**config.mk**
```make
export PLATFORM = sky130hd
export DESIGN_NAME = uart_cmd_ctrl_flat
export DESIGN_NICKNAME = d
export VERILOG_FILES = /design/src/rtl/uart_cmd_pkg.sv /design/src/rtl/uart_cmd_ctrl_if.sv /design/src/rtl/uart_cmd_ctrl_led_pwm_chan.sv /design/src/rtl/uart_cmd_ctrl.sv /design/src/flat_wrapper.sv
export SDC_FILE = /design/constraint.sdc
export NUM_CORES = 1
export LEC_CHECK = 0
export BUFFER_PORTS_ARGS = -buffer_cell sky130_fd_sc_hd__buf_2
export CAP_MARGIN = 5
export CELL_PAD_IN_SITES_DETAIL_PLACEMENT = 0
export CELL_PAD_IN_SITES_GLOBAL_PLACEMENT = 2
export CORE_MARGIN = 3
export CORE_UTILIZATION = 30
export DETAILED_ROUTE_END_ITERATION = 8
export PLACE_DENSITY_LB_ADDON = 0.15
export SLEW_MARGIN = 20
export SYNTH_ARGS = -nofsm -noshare
export SYNTH_HDL_FRONTEND = slang
export SYNTH_HIERARCHICAL = 1
export SYNTH_SLANG_ARGS = --single-unit
```
**constraint.sdc**
```tcl
create_clock -name clk -period 3 [get_ports clk]
set_clock_uncertainty 0.1 [all_clocks]
set_input_delay 0.15 -clock clk [delete_from_list [all_inputs] [get_ports clk]]
set_output_delay 0.15 -clock clk [all_outputs]
set_load 0.05 [all_outputs]
```
**src/rtl/uart_cmd_pkg.sv**
```systemverilog
// Shared constants, FSM state type and command decode helper for the UART command controller.
package uart_cmd_pkg;

    localparam logic [7:0] CMD_LED  = 8'h41;  // 'A'
    localparam logic [7:0] CMD_DUTY = 8'h42;  // 'B'
    localparam logic [7:0] CMD_RESP = 8'h40;  // '@'
    localparam logic [7:0] LED_CLR  = 8'h60;  // '`'
    localparam logic [7:0] CH_BASE  = 8'h41;  // 'A' addresses channel 0

    typedef enum logic [1:0] {
        IDLE,
        COLLECT,
        EXEC,
        RESP
    } state_t;

    function automatic logic is_cmd_byte(input logic [7:0] b);
        return (b == CMD_LED) || (b == CMD_DUTY) || (b == CMD_RESP);
    endfunction

endpackage

```
**src/rtl/uart_cmd_ctrl_if.sv**
```systemverilog
// Byte-level bus between the UART (rx strobe, tx handshake) and the command controller.
interface uart_cmd_ctrl_if #(
    parameter int RESP_BYTES = 18
) ();
    // rx: rx_valid is a 1-cycle strobe with no back-pressure.
    // tx: a byte transfers on a cycle with tx_valid & tx_ready; once raised, tx_valid and
    //     tx_data hold steady until that transfer happens.
    logic [7:0]              rx_data;
    logic                    rx_valid;
    logic [RESP_BYTES*8-1:0] resp_data;
    logic [7:0]              tx_data;
    logic                    tx_valid;
    logic                    tx_ready;

    modport master (
        output rx_data, rx_valid, resp_data, tx_ready,
        input  tx_data, tx_valid
    );

    modport slave (
        input  rx_data, rx_valid, resp_data, tx_ready,
        output tx_data, tx_valid
    );
endinterface

```
**src/rtl/uart_cmd_ctrl_led_pwm_chan.sv**
```systemverilog
// One LED channel: lit while enabled and the shared PWM counter is below this channel's duty.
module led_pwm_chan #(
    parameter int PWM_BITS = 4
) (
    input  logic [PWM_BITS-1:0] duty_i,
    input  logic [PWM_BITS-1:0] pwm_cnt_i,
    input  logic                en_i,
    output logic                led_o
);
    assign led_o = en_i & (pwm_cnt_i < duty_i);
endmodule

```
**src/rtl/uart_cmd_ctrl.sv**
```systemverilog
// UART command controller: collects cmd/payload/cmd frames, drives PWM LEDs, streams responses.
// Optional inter-byte timeout in COLLECT is built when UART_CMD_TIMEOUT_EN is defined.
module uart_cmd_ctrl
    import uart_cmd_pkg::*;
#(
    parameter int FRAME_BYTES    = 18,
    parameter int N_CH           = 8,
    parameter int PWM_BITS       = 4,
    parameter int RESP_BYTES     = 18,
    parameter int TIMEOUT_CYCLES = 10_334_000
) (
    input  logic                clk,
    input  logic                reset_n,
    uart_cmd_ctrl_if.slave      bus,
    output logic [N_CH-1:0]     led_out,
    output logic                frame_err,
    output logic                busy,
    output state_t              dbg_state
);
    localparam int CNT_W = $clog2(FRAME_BYTES);
    localparam int RC_W  = $clog2(RESP_BYTES + 1);
    localparam int SR_W  = RESP_BYTES * 8;

    state_t                             state_q, state_d;
    logic [7:0]                         cmd_q, p0_q, p1_q;
    logic [CNT_W-1:0]                   byte_cnt_q;
    logic [N_CH-1:0]                    led_en_q;
    logic [N_CH-1:0][PWM_BITS-1:0]      duty_q;
    logic [SR_W-1:0]                    resp_sr_q;
    logic [RC_W-1:0]                    resp_cnt_q;
    logic                               frame_err_q;
    logic [PWM_BITS-1:0]                pwm_cnt_q;
    logic                               tx_valid;
    logic                               last_byte, tx_accept, resp_last;
    logic [7:0]                         ch_idx;

    assign last_byte = (byte_cnt_q == CNT_W'(FRAME_BYTES - 1));
    assign tx_accept = tx_valid & bus.tx_ready;
    assign resp_last = (resp_cnt_q == RC_W'(RESP_BYTES - 1));
    // Bytes below CH_BASE wrap to large values and fall outside the channel range.
    assign ch_idx    = p0_q - CH_BASE;

`ifdef UART_CMD_TIMEOUT_EN
    localparam int TMO_W = $clog2(TIMEOUT_CYCLES);
    logic [TMO_W-1:0] tmo_cnt_q;
    logic             tmo_hit;

    assign tmo_hit = (tmo_cnt_q == TMO_W'(TIMEOUT_CYCLES - 1));

    always_ff @(posedge clk or negedge reset_n) begin
        if (!reset_n) begin
            tmo_cnt_q <= '0;
        end else if (state_q != COLLECT || bus.rx_valid || tmo_hit) begin
            tmo_cnt_q <= '0;
        end else begin
            tmo_cnt_q <= tmo_cnt_q + TMO_W'(1);
        end
    end
`endif

    always_ff @(posedge clk or negedge reset_n) begin
        if (!reset_n) state_q <= IDLE;
        else          state_q <= state_d;
    end

    always_comb begin
        state_d = state_q;
        unique case (state_q)
            IDLE: if (bus.rx_valid && is_cmd_byte(bus.rx_data)) state_d = COLLECT;
            COLLECT: begin
                if (bus.rx_valid && last_byte) state_d = (bus.rx_data == cmd_q) ? EXEC : IDLE;
`ifdef UART_CMD_TIMEOUT_EN
                else if (!bus.rx_valid && tmo_hit) state_d = IDLE;
`endif
            end
            EXEC:    state_d = (cmd_q == CMD_RESP) ? RESP : IDLE;
            RESP:    if (tx_accept && resp_last) state_d = IDLE;
            default: state_d = IDLE;
        endcase
    end

    always_comb begin
        busy     = (state_q != IDLE);
        tx_valid = (state_q == RESP);
    end

    always_ff @(posedge clk or negedge reset_n) begin
        if (!reset_n) begin
            cmd_q       <= '0;
            p0_q        <= '0;
            p1_q        <= '0;
            byte_cnt_q  <= '0;
            led_en_q    <= '0;
            duty_q      <= '1;
            resp_sr_q   <= '0;
            resp_cnt_q  <= '0;
            frame_err_q <= 1'b0;
            pwm_cnt_q   <= '0;
        end else begin
            frame_err_q <= 1'b0;
            pwm_cnt_q   <= pwm_cnt_q + PWM_BITS'(1);
            unique case (state_q)
                IDLE: if (bus.rx_valid && is_cmd_byte(bus.rx_data)) begin
                    cmd_q      <= bus.rx_data;
                    byte_cnt_q <= CNT_W'(1);
                end
                COLLECT: begin
                    if (bus.rx_valid) begin
                        if (byte_cnt_q == CNT_W'(1)) p0_q <= bus.rx_data;
                        if (byte_cnt_q == CNT_W'(2)) p1_q <= bus.rx_data;
                        byte_cnt_q <= byte_cnt_q + CNT_W'(1);
                        if (last_byte && bus.rx_data != cmd_q) frame_err_q <= 1'b1;
                    end
`ifdef UART_CMD_TIMEOUT_EN
                    else if (tmo_hit) frame_err_q <= 1'b1;
`endif
                end
                EXEC: begin
                    unique case (cmd_q)
                        CMD_LED: begin
                            for (int i = 0; i < N_CH; i++)
                                if (ch_idx == 8'(i)) led_en_q[i] <= 1'b1;
                            if (p0_q == LED_CLR) led_en_q <= '0;
                        end
                        CMD_DUTY: begin
                            for (int i = 0; i < N_CH; i++)
                                if (ch_idx == 8'(i)) duty_q[i] <= p1_q[PWM_BITS-1:0];
                        end
                        CMD_RESP: begin
                            resp_sr_q  <= bus.resp_data;
                            resp_cnt_q <= '0;
                        end
                        default: ;
                    endcase
                end
                RESP: if (tx_accept) begin
                    resp_sr_q  <= resp_sr_q << 8;
                    resp_cnt_q <= resp_cnt_q + RC_W'(1);
                end
                default: ;
            endcase
        end
    end

    assign bus.tx_valid = tx_valid;
    assign bus.tx_data  = resp_sr_q[SR_W-1 -: 8];
    assign frame_err    = frame_err_q;
    assign dbg_state    = state_q;

    for (genvar g = 0; g < N_CH; g++) begin : g_chan
        led_pwm_chan #(.PWM_BITS(PWM_BITS)) u_chan (
            .duty_i    (duty_q[g]),
            .pwm_cnt_i (pwm_cnt_q),
            .en_i      (led_en_q[g]),
            .led_o     (led_out[g])
        );
    end
endmodule

```
**src/flat_wrapper.sv**
```systemverilog
// flat-port wrapper written by rule: the top's interface ports become plain ports
module uart_cmd_ctrl_flat import uart_cmd_pkg::*;
#(
    parameter int FRAME_BYTES    = 18,
    parameter int N_CH           = 8,
    parameter int PWM_BITS       = 4,
    parameter int RESP_BYTES     = 18,
    parameter int TIMEOUT_CYCLES = 10_334_000
)
  (clk, reset_n, led_out, frame_err, busy, dbg_state, bus_rx_data, bus_rx_valid, bus_resp_data, bus_tx_ready, bus_tx_data, bus_tx_valid);
  uart_cmd_ctrl_if #(.RESP_BYTES(RESP_BYTES)) bus_i ();
  input  logic clk;
  input  logic reset_n;
  output logic [N_CH-1:0] led_out;
  output logic frame_err;
  output logic busy;
  output state_t dbg_state;
  input wire logic [$bits(bus_i.rx_data)-1:0] bus_rx_data;
  input wire logic [$bits(bus_i.rx_valid)-1:0] bus_rx_valid;
  input wire logic [$bits(bus_i.resp_data)-1:0] bus_resp_data;
  input wire logic [$bits(bus_i.tx_ready)-1:0] bus_tx_ready;
  output wire logic [$bits(bus_i.tx_data)-1:0] bus_tx_data;
  output wire logic [$bits(bus_i.tx_valid)-1:0] bus_tx_valid;
  assign bus_i.rx_data = bus_rx_data;
  assign bus_i.rx_valid = bus_rx_valid;
  assign bus_i.resp_data = bus_resp_data;
  assign bus_i.tx_ready = bus_tx_ready;
  assign bus_tx_data = bus_i.tx_data;
  assign bus_tx_valid = bus_i.tx_valid;
  uart_cmd_ctrl #(.FRAME_BYTES(FRAME_BYTES), .N_CH(N_CH), .PWM_BITS(PWM_BITS), .RESP_BYTES(RESP_BYTES), .TIMEOUT_CYCLES(TIMEOUT_CYCLES)) u_core (.clk(clk), .reset_n(reset_n), .bus(bus_i), .led_out(led_out), .frame_err(frame_err), .busy(busy), .dbg_state(dbg_state));
endmodule
```
Word-level counts from Yosys, hierarchy flattened
Cells that the tools add are included.
{"block": "totals", "word_cells": 143, "register_bits": 221, "out_inout_bits": 21, "in_bits": 156}
{"block": "classes", "mux": 27, "magnitude_cmp": 8, "bitwise_logic": 9, "n_reduce_logical": 41, "n_eq_ne": 29, "addsub": 4}
{"operator": "two-way mux 144 bit", "count": 2}
{"operator": "one-hot mux 144 bit (2 select lines)", "count": 1}
{"operator": "AND reduction 3 bit", "count": 21}
{"operator": "equality test 8 x 7 -> 1 bit (second input constant)", "count": 7}
{"operator": "equality test 8 x 3 -> 1 bit (second input constant)", "count": 4}
{"operator": "less-than comparator 4 bit", "count": 8}
{"operator": "nonzero test 2 bit", "count": 11}
{"operator": "two-way mux 5 bit", "count": 4}
{"operator": "one-hot mux 5 bit (2 select lines)", "count": 2}
{"operator": "equality test 8 x 2 -> 1 bit (second input constant)", "count": 2}
{"operator": "two-way mux 1 bit", "count": 11}
{"operator": "adder 5 x 1 -> 5 bit (second input constant)", "count": 2}
{"operator": "equality test 5 bit (second input constant)", "count": 2}
{"operator": "two-way mux 2 bit", "count": 5}
{"operator": "AND 1 bit", "count": 9}
{"operator": "equality test 8 x 1 -> 1 bit (second input constant)", "count": 1}
{"operator": "equality test 8 bit", "count": 1}
{"operator": "logical NOT 8 bit", "count": 1}
{"operator": "two-way mux 8 bit", "count": 1}
{"operator": "!= test 8 bit", "count": 1}
{"operator": "one-hot mux 2 bit (4 select lines)", "count": 1}
{"operator": "subtractor 8 x 7 -> 8 bit (second input constant)", "count": 1}
{"operator": "!= test 2 x 1 -> 1 bit (second input constant)", "count": 3}
{"operator": "!= test 2 bit (second input constant)", "count": 3}
{"operator": "other kinds (9)", "count": 14}

Depth between registers and ports, before layout
{"block": "depth", "word_depth": 6, "ltp_mapped": 7, "ltp_nobuf": 6}

Hierarchy
The synthesis kept the hierarchy.
{"module": "uart_cmd_ctrl", "seq_area_each_um2": 5570.3, "instances": 1, "area_per_inst_um2": 10085.9, "cells_each": 1054}
{"module": "led_pwm_chan", "seq_area_each_um2": 0.0, "instances": 8, "area_per_inst_um2": 87.6, "cells_each": 13}

Worst setup path after synthesis
No wires, ideal clock.
{"block": "synth_timing", "path_kind": "reg-to-reg", "start": "register u_core.state_q[0], in the netlist u_core/dbg_state[0]", "end": "register u_core/duty_q[16] in the netlist's numbering", "t_arrival_ps": 2219, "path_slack_ps": 599, "period_less_slack_ps": 2401, "setup_time_ps": 82, "required_time_ps": 2818, "n_path_buf": 1, "path_stages_with_launch": 6, "cell_sequence": "dfrtp_1 -> clkbuf_8 -> or2b_2 -> or4_4 -> nor2_1 -> mux2_2"}
{"block": "synth_via", "elab_chain_cells": 2}
{"item": "start: declaration", "line_no": "uart_cmd_ctrl.sv:24", "source": "state_t state_q, state_d;"}
{"item": "start signal: assignment", "line_no": "uart_cmd_ctrl.sv:63", "source": "else state_q <= state_d;"}
{"item": "equality test 2 bit", "line_no": "uart_cmd_ctrl.sv:102", "source": "unique case (state_q)"}
{"item": "AND reduction 3 bit (no source line)"}
{"item": "end signal: indexed assignment", "line_no": "uart_cmd_ctrl.sv:127", "source": "if (ch_idx == 8'(i)) duty_q[i] <= p1_q[PWM_BITS-1:0];"}
{"item": "end: declaration", "line_no": "uart_cmd_ctrl.sv:28", "source": "logic [N_CH-1:0][PWM_BITS-1:0] duty_q;"}
Every way passes these cells.
A chain may end at the register's enable or synchronous reset.

Worst setup path in the final report
{"block": "layout_timing", "start": "register u_core.cmd_q[0]", "end": "register u_core.resp_sr_q[3]"}
{"block": "layout_via", "elab_chain_cells": 3}
{"item": "start: declaration", "line_no": "uart_cmd_ctrl.sv:25", "source": "logic [7:0] cmd_q, p0_q, p1_q;"}
{"item": "start signal: assignment", "line_no": "uart_cmd_ctrl.sv:104", "source": "cmd_q <= bus.rx_data;"}
{"item": "equality test 8 x 7 -> 1 bit", "line_no": "uart_cmd_ctrl.sv:119", "source": "unique case (cmd_q)"}
{"item": "!= test 2 x 1 -> 1 bit (no source line)"}
{"item": "AND reduction 3 bit (no source line)"}
{"item": "end signal: assignment", "line_no": "uart_cmd_ctrl.sv:130", "source": "resp_sr_q <= bus.resp_data;"}
{"item": "end signal: assignment", "line_no": "uart_cmd_ctrl.sv:137", "source": "resp_sr_q <= resp_sr_q << 8;"}
{"item": "end: declaration", "line_no": "uart_cmd_ctrl.sv:29", "source": "logic [SR_W-1:0] resp_sr_q;"}
Every way passes these cells.

==> run summary <==
status: finished, final reports clean
Port-buffer cells: 176
HP Class: input port to asynchronous set/reset pin
register-to-register setup slack: 0.36 ns
DR iter-0 viols: 559
most frequent cells after synthesis: 281 x nand2_1, 189 x dfrtp_1, 148 x a21oi_1, 140 x a31oi_1, 47 x clkbuf_1
Critical-path top delay cell: or4b_2
gr usage total: 17.5%
asr flop ratio synth: 100%
Filler cells: 3501
Crit. End Element: register
number of synthesis warnings: 6
pre-CTS WS: 0.370 ns
Fmax: 0.379 GHz
Starting Density: 30.8%
Leakage: 6.46 nW
Syn Nets: 1344
Skew-Pair Late Insertion Delay: 0.53 ns
Power Density: 723 mW/mm²
share of the yosys chip area belonging to registers: 51.6%
TritonCTS Sinks: 221
Pins Over Slew Limit: 0
RSZ-0062 raised after global routing: false
most numerous cell in the Yosys netlist: nand2_1
Tcrit/Tclk final: 88.0%
DIE AREA: 0.0383 mm²
leading area contributor after synthesis: dfrtp_1
fraction of layout instances using a drive strength above 1: 23.3%
synth top area cells: dfrtp_1 44%, nand2_1 9.8%, a31oi_1 8.1%
CTS buffer count: 27
Final Setup Violations: 0
nets@finish: 1638
GR Overflow Total: 0
Antenna Nets Post-Route: 0
Critical Path Fanout Max: 61
num ports: 177
WP data required: 3.31 ns
synthesized area per cell: 9.31 µm²
Die Y: 196 µm
GPL Wtd Cong: 0.772
M3 GR Usage: 2.26%
worst-margin pin slew: 0.795 ns
top_reg_cell synth: dfrtp_1
crit path DAT: 2.95 ns
setup TNS: 0 ns
GR Util met2: 27.0%
slowest stage delay, CP: 0.74 ns
VDD IR max: 0.000542 V
HPWL Detailed: 21000 µm
Final min period: 2.64 ns
Syn Inst Count: 1158
final WL: 34000 µm
DR vias: 9552
first-pass GRT wire length: 55200 µm
Post-CTS Setup Bufs: 0
worst-path cell chain: or4b_2, o31ai_4, buf_12, nand2_1, a22o_1
H-tree depth: 1
largest net degree at the start of global routing: 139
Distinct cells, synth: 54
post-synthesis register bit count: 221
number of synthesized flops with an enable pin: 0
row cnt: 68
CTS tree: yes
Crit. Startpoint: u_core/cmd_q[0]
initial antenna violation count: 2
grt peak-use layer: met2
Core Region: 0.0350 mm²
top cell type's share of synthesized area: 43.8%
PnR worst setup slack: 0.361 ns
Setup crit start kind: register
met1 Track Usage GR: 26.4%
Post-DP Area: 0.0121 mm²
Die Width: 196 µm
number of max-cap violations: 0
Cell Area, Synth: 0.0108 mm²
drt pass-1 iters: 5
Final Core Density: 41.8%
final instance area: 0.0146 mm²
Layout area overhead: 35.6%
Min Hold Slack: 0.179 ns
CTS clk-pin slew, worst paths: 0.06 ns
vias per cell: 4.95
DRC: 0
worst reg2reg path startpoint: u_core/cmd_q[0]
Slew HR: 47.0%
CP Class: register to register
Root Buffer: clkbuf_16
Bufs on Longest Clock Path: 3
Routed wire per std cell: 17.6 µm
final hold violation count: 0
vias in the first global route: 9788
## layout make-up
| class | count | area, µm² | share of cell area (%) |
|---|---|---|---|
| Clock buffer | 39 | 821 | 5.61 |
| Inverter | 42 | 160 | 1.09 |
| Tap cell | 455 | 569 | 3.89 |
| Multi-Input combinational cell | 806 | 4660 | 31.9 |
| Timing Repair Buffer | 354 | 2720 | 18.6 |
| Clock inverter | 10 | 125 | 0.855 |
| Antenna cell | 1 | 2.50 | 0.0171 |
| Sequential cell | 221 | 5570 | 38.1 |
## power by group
part           leakage [nW]  switching (mW)  internal, mW
registers              2.50           0.801          4.04
clock network         0.477            1.29          2.14
logic                  3.48            1.27          1.03
total                  6.46            3.36          7.21
## cell families after synthesis
family,share of synthesized area [%]
AO/OA/AOI/OAI,17.4
XOR/XNOR,1.30
adder cells (fa/ha/maj),3.48
buffers and inverters,5.37
flip-flops,51.6
multiplexers,4.90
AND/OR/NAND/NOR,16.0
## per-layer routing
metal | up-vias | part of all wire, %
met5 | - | 0.038
met4 | 2 | 2.0
met3 | 43 | 3.9
met2 | 196 | 45
met1 | 4670 | 50
li1 | 4641 | -
## timing repair
| action | 4_1_cts | 5_1_grt |
|---|---|---|
| resized for setup | 0 | 0 |
| hold buffers | 155 | 0 |
| hold endpoints to repair | 227 | 0 |
## worst paths after layout
check	to	depth (start not counted)
worst max-delay path	u_core/resp_sr_q[3]	5
worst min-delay path	u_core/led_en_q[1]	2
worst max register to register	u_core/resp_sr_q[3]	5
worst min register to register	u_core/resp_sr_q[7]	1
max in group asynchronous	u_core/resp_sr_q[52]	3
min in group clk	u_core/resp_sr_q[0]	3
## layout by cell type (no fill, tap or decap), drive strengths merged, types with 4 or more instances in the layout
| cell | count |
|---|---|
| nand2 | 281 |
| buf | 199 |
| dfrtp | 189 |
| dlygate4sd3 | 155 |
| a21oi | 148 |
| a31oi | 140 |
| mux2 | 46 |
| inv | 42 |
| clkbuf | 39 |
| dfstp | 32 |
| ha | 30 |
| nor2 | 26 |
| nor3 | 15 |
| xnor2 | 9 |
| nand4 | 9 |
| o21ai | 9 |
| nand2b | 9 |
| nand3 | 8 |
| a22o | 8 |
| or2 | 8 |
| a21o | 8 |
| clkinv | 7 |
| xor2 | 7 |
| and2 | 7 |
| nor4 | 4 |
## state kept, by name (all words and copies together), names as in the netlist, 5 cells and up
signal,flops
u_core/p0_q,8
u_core/resp_sr_q,144
u_core/byte_cnt_q,5
u_core/duty_q,32
u_core/resp_cnt_q,5
u_core/led_en_q,8
u_core/cmd_q,8
## metrics by stage
| step | instances | power [mW] |
|---|---|---|
| after detailed placement | 1723 | 7.04 |
| after floorplan | 1158 | 6.29 |
| after global placement | 1723 | 7.00 |
| after global routing | 1928 | 11.3 |
| after CTS | 1927 | 10.7 |
| final | 1928 | 10.6 |
## worst max-delay path: cells and delay by family (launching register included)
family | cells | cell delay (ns)
buffers and inverters | 1 | 0.33
flip-flops | 1 | 0.43
AO/OA/AOI/OAI | 2 | 0.63
AND/OR/NAND/NOR | 2 | 1.00
(Power assumes the default switching activity.)
